<file path="config.mk">
export PLATFORM = sky130hd
export DESIGN_NAME = digit_serial_adder
export DESIGN_NICKNAME = d
export VERILOG_FILES = /design/src/rtl/digit_serial_adder.sv
export SDC_FILE = /design/constraint.sdc
export NUM_CORES = 1
export LEC_CHECK = 0
export ABC_AREA = 1
export ABC_CLOCK_PERIOD_IN_PS = 1400
export BUFFER_PORTS_ARGS = -buffer_cell sky130_fd_sc_hd__clkbuf_2
export CORE_MARGIN = 5
export CORE_UTILIZATION = 30
export DETAILED_ROUTE_END_ITERATION = 10
export PLACE_DENSITY_LB_ADDON = 0.25
export SLEW_MARGIN = 20
export SYNTH_ARGS = -nofsm -noshare
export SYNTH_HDL_FRONTEND = slang
export SYNTH_SLANG_ARGS = --single-unit
</file>
<file path="constraint.sdc">
create_clock -name clk -period 1.4 [get_ports clk]
set_input_delay 0.07 -clock clk [delete_from_list [all_inputs] [get_ports clk]]
set_output_delay 0.07 -clock clk [all_outputs]
set_load 0.02 [all_outputs]
</file>
<file path="src/rtl/digit_serial_adder.sv">
// Digit-serial adder/subtractor.
// Adds two N-bit operands D bits per clock through a single D-bit adder
// slice. The carry between digits lives in a register. A start/done
// handshake connects the block to its controlling FSM.
// Optional feature: define OVERFLOW_EN to add the signed-overflow output ovf.
module digit_serial_adder #(
    parameter int N = 8,
    parameter int D = 2
) (
    input  logic         clk,
    input  logic         rst_n,
    input  logic         start,
    input  logic         sub,
    input  logic [N-1:0] A,
    input  logic [N-1:0] B,
    input  logic         cin,
    output logic         busy,
    output logic         done,
    output logic [N-1:0] sum,
    output logic         cout
`ifdef OVERFLOW_EN
   ,output logic         ovf
`endif
);

    localparam int DIGITS = N / D;
    localparam int CNT_W  = (DIGITS > 1) ? $clog2(DIGITS) : 1;

    typedef enum logic [1:0] {S_IDLE, S_RUN, S_DONE} state_t;

    // Reject any width combination that does not divide into whole digits.
    generate
        if (D < 1 || D > N || (N % D) != 0) begin : g_bad_param
            $error("digit_serial_adder: need 1 <= D <= N and N %% D == 0");
        end
    endgenerate

    state_t             state_q, state_d;
    logic [N-1:0]       a_q, a_d;
    logic [N-1:0]       b_q, b_d;
    logic               carry_q, carry_d;
    logic [CNT_W-1:0]   cnt_q, cnt_d;
    logic [N-1:0]       res_q, res_d;
    logic [N-1:0]       sum_q, sum_d;
    logic               cout_q, cout_d;
`ifdef OVERFLOW_EN
    logic               ovf_q, ovf_d;
    logic               ovf_next;
`endif

    logic               accept;
    logic               last_digit;
    logic [D:0]         slice;
    logic [N+D-1:0]     res_cat;
    logic [N-1:0]       res_next;

    // Adder slice: low digit of each operand plus the carry, and the result
    // shift register after this digit's bits are pushed in at the top.
    always_comb begin
        slice      = {1'b0, a_q[D-1:0]} + {1'b0, b_q[D-1:0]} + {{D{1'b0}}, carry_q};
        res_cat    = {slice[D-1:0], res_q};
        res_next   = res_cat[N+D-1:D];
        last_digit = (cnt_q == CNT_W'(DIGITS - 1));
        // A new request is taken in IDLE and also in DONE, so back-to-back
        // operations lose no cycle. A request during RUN is dropped.
        accept     = start && (state_q != S_RUN);
`ifdef OVERFLOW_EN
        // On the last digit, slice bit D-1 is the operand MSB. The carry into
        // that bit is a^b^s, and the carry out of it is slice[D].
        ovf_next   = a_q[D-1] ^ b_q[D-1] ^ slice[D-1] ^ slice[D];
`endif
    end

    // Next-state logic for the IDLE / RUN / DONE sequencer.
    always_comb begin
        // NOTE: default assignment first so that no path leaves state_d unassigned (avoids an inferred latch).
        state_d = state_q;
        case (state_q)
            S_IDLE:  if (accept) state_d = S_RUN;
            S_RUN:   if (last_digit) state_d = S_DONE;
            S_DONE:  state_d = accept ? S_RUN : S_IDLE;
            default: state_d = S_IDLE;
        endcase
    end

    // Datapath next values: load on accept, shift one digit per RUN cycle,
    // publish the result on the final digit.
    always_comb begin
        a_d     = a_q;
        b_d     = b_q;
        carry_d = carry_q;
        cnt_d   = cnt_q;
        res_d   = res_q;
        sum_d   = sum_q;
        cout_d  = cout_q;
`ifdef OVERFLOW_EN
        ovf_d   = ovf_q;
`endif
        if (accept) begin
            // Subtraction is A + ~B + 1, so B is inverted and the carry is forced to 1.
            a_d     = A;
            b_d     = B ^ {N{sub}};
            carry_d = sub ? 1'b1 : cin;
            cnt_d   = '0;
            res_d   = '0;
        end else if (state_q == S_RUN) begin
            a_d     = a_q >> D;
            b_d     = b_q >> D;
            carry_d = slice[D];
            cnt_d   = cnt_q + CNT_W'(1);
            res_d   = res_next;
            if (last_digit) begin
                sum_d  = res_next;
                cout_d = slice[D];
`ifdef OVERFLOW_EN
                ovf_d  = ovf_next;
`endif
            end
        end
    end

    // State register.
    always_ff @(posedge clk or negedge rst_n) begin
        if (!rst_n) begin
            state_q <= S_IDLE;
        end else begin
            // NOTE: sequential state uses non-blocking assignment so all flops update from pre-edge values.
            state_q <= state_d;
        end
    end

    // Datapath registers. Everything is cleared so an abandoned op leaves no trace.
    always_ff @(posedge clk or negedge rst_n) begin
        if (!rst_n) begin
            a_q     <= '0;
            b_q     <= '0;
            carry_q <= 1'b0;
            cnt_q   <= '0;
            res_q   <= '0;
            sum_q   <= '0;
            cout_q  <= 1'b0;
`ifdef OVERFLOW_EN
            ovf_q   <= 1'b0;
`endif
        end else begin
            a_q     <= a_d;
            b_q     <= b_d;
            carry_q <= carry_d;
            cnt_q   <= cnt_d;
            res_q   <= res_d;
            sum_q   <= sum_d;
            cout_q  <= cout_d;
`ifdef OVERFLOW_EN
            ovf_q   <= ovf_d;
`endif
        end
    end

    // Outputs: the handshake is decoded from state, and results come straight from their registers.
    always_comb begin
        busy = (state_q == S_RUN);
        done = (state_q == S_DONE);
        sum  = sum_q;
        cout = cout_q;
`ifdef OVERFLOW_EN
        ovf  = ovf_q;
`endif
    end

endmodule

</file>
==> run_results.csv <==
group,metric,value,unit
logic_synthesis,synth_area,0.00170,mm2
power,finalPower,4.43,mW
setup_path,r2r-start,"carry_q",
die,rows,27,
cells_and_area,final_nets,259,
place,place_congestion,0.711,
setup_path,critPathLaunchType,"register",
timing,worst_slack,-0.104,ns
timing,fin_skew,0.00479,ns
cells_and_area,final_cells,307,
timing,hold_viol,0,
timing,fmax,665,MHz
cells_and_area,area_delta_synth_final,24.5,%
min_path,hp-class,"in -> reg",
logic_synthesis,syn_avg_cell_area,8.89,um2
global_route,grt_max_degree,37,
timing,holdWs,0.0338,ns
timing,finalCriticalPeriod,1.50,ns
power,p_per_area,2100,mW/mm2
route,via_per_inst,4.36,
timing,rsz0062_at_grt,"yes",
logic_synthesis,synth_top_family_by_area,"simple AND/OR/NAND/NOR gates",
route,wl_per_cell,11.0,um
cells_and_area,layout_common_cells,"nand2_1, dfrtp_1, nand3_1",
run,cap_viol_max_count,0,
route,dr.pass1.iters,4,
logic_synthesis,seq_area_frac_synth,53.1,%
power,p_seq_share,38.4,%
timing,finalCritPeriodShare,107,%
setup_path,end_kind,"register",
timing,report.final.slew_viol_count,0,
logic_synthesis,syn_nets,215,
die,dieHeight,85.2,um
die,top_level_ports,32,
logic_synthesis,ys_warn_count,0,
setup_path,critPathKind,"reg -> reg",
clock_network,cts_root_buffer,"clkbuf_8",
setup_path,cp-startpoint,"carry_q",
setup_path,required,1.57,ns
power,p_sw,1.74,mW
timing,tns,-0.224,ns
cells_and_area,nFillCells,588,
die,start_util,30.8,%
logic_synthesis,synth_xor_area_share,1.03,%
die,coreArea,0.00551,mm2
place,post_dp_cell_area,0.00196,mm2
clock_network,cts-buffers-inserted,5,
global_route,grt_pass1_wl,6130,um
power,vdd_ir_drop_max,0.682,mV
place,port_buffers,31,
setup_path,cp_max_fo,2,
power,power_switching_share,39.2,%
power,clkPwrFrac,17.9,%
power,power.leakage,1.13,nW
global_route,overflow,0,
run_status,violations,"negative setup slack",
min_path,hp-start,"A[4]",
place,place_ws,-0.138,ns
clock_network,clock-sinks,36,
cells_and_area,final_common_cell,"nand2_1",
route,vias,1338,
logic_synthesis,muxShareOfSynthArea,0,%
power,p_int,2.69,mW
logic_synthesis,ys_ff_latch,36,
place,hpwl,2420,um
logic_synthesis,synth_compound_area_share,8.03,%
cells_and_area,layout-drive-gt1-share,28.5,%
logic_synthesis,synthAdderAreaFrac,3.10,%
route,drc_errors,0,
timing,slew_headroom,69.5,%
logic_synthesis,synth_simple_gate_area_share,26.8,%
clock_network,clock_latency,0.28,ns
setup_path,worstPathArrival,1.67,ns
logic_synthesis,synth_cell_types,20,
clock_network,cts_buffer_depth,2,
die,die_w,85.2,um
cells_and_area,postLayoutCellArea,0.00211,mm2
clock_network,cts_tree,"done",
clock_network,htree_levels,2,
logic_synthesis,synthCells,191,
die,dieArea,0.00726,mm2
route,routed_wl,3390,um
global_route,antenna_found_initial,0,
power,combPwrFrac,43.7,%
route,drtIter0Drc,51,
cells_and_area,n_antenna_cell,0,
cells_and_area,postLayoutCoreUtil,38.4,%
global_route,grt_use_total,10.6,%
route,ant_nets,0,
global_route,first_global_vias,1446,
timing,setup_viol,4,
run_status,status,"finished, violations left",
clock_network,clk_pin_slew,0.07,ns
place,place_inst,295,
timing,worst_pin_slew,0.457,ns
layout make-up:
class,instances,area (um2),share of cell area (%)
flip-flops and latches,36,901,42.6
multi-input cells,124,663,31.4
repair buffers,44,273,12.9
clock buffers,7,96.3,4.56
inverters,24,90.1,4.26
well taps,72,90.1,4.26
worst paths after layout:
path	endpoint	slack [ns]	cells past startpoint
setup / recovery	res_q[7]	-0.10	4
hold / removal	a_q[4]	0.03	3
max in group asynchronous	state_q[0]	0.72	3
min in group asynchronous	sum[5]	0.36	3
hold reg to reg	a_q[6]	0.47	2
setup reg to reg	res_q[7]	-0.10	4
sequential cells by signal, indices dropped and copies added (netlist names):
register	count
state_q	2
carry_q	1
sum	8
b_q	8
cout	1
res_q	6
cnt_q	2
a_q	8
critical path: stages (launching register included):
cell	delay, ns
dfrtp_1	0.36
inv_2	0.05
fa_2	0.38
fa_1	0.52
o22ai_1	0.08
cells in the mapped netlist:
cell type  number  share of area (%)
buf_4           2               0.88
inv_1          21                4.6
buf_2           4                1.2
a21oi_2         1               0.52
inv_2           3               0.66
nor2_1          2               0.44
fa_1            2                2.4
or2_2           1               0.37
xor2_1          2                1.0
a21oi_1         1               0.29
buf_6           1               0.66
nand3_1        31                9.1
ha_1            1               0.74
o22ai_1         7                2.6
nand2_1        63                 14
o21ai_2         9                4.6
nor2_8          1                1.2
nand2_2         1               0.37
nand2_4         2                1.3
dfrtp_1        36                 53
power by group through the flow:
stage	clock, mW	combinational (mW)	sequential (mW)
global placement	0	1.90	1.71
CTS	0.821	1.96	1.71
finish	0.791	1.94	1.70
detailed placement	0	1.92	1.73
floorplan	0	1.28	1.84
global route	0.860	2.20	1.76
per-layer routing:
metal | GRT usage, % | routed length (um) | vias up
met5 | 0 | 0 | -
met4 | 4.46 | 35 | 0
met3 | 3.20 | 194 | 4
met2 | 17.8 | 1610 | 26
met1 | 12.4 | 1550 | 614
li1 | - | - | 694
repair_timing:
action,in CTS,in global routing
pin swaps,1,0
setup buffers,1,0
hold buffers,4,0
resized for setup,1,3
endpoints found under the setup margin,5,5
hold endpoints to repair,39,0
cell families (layout without fill, tap and decap cells):
kind of cell / count (synthesis) / count (layout)
AOI/OAI and AO/OA: 18 / 18
xor gates and xnor gates: 2 / 2
adders and majority gates: 3 / 3
buffers and inverters: 31 / 75
DFF: 36 / 36
and+or+nand+nor: 101 / 101
(Power assumes the default switching activity.)
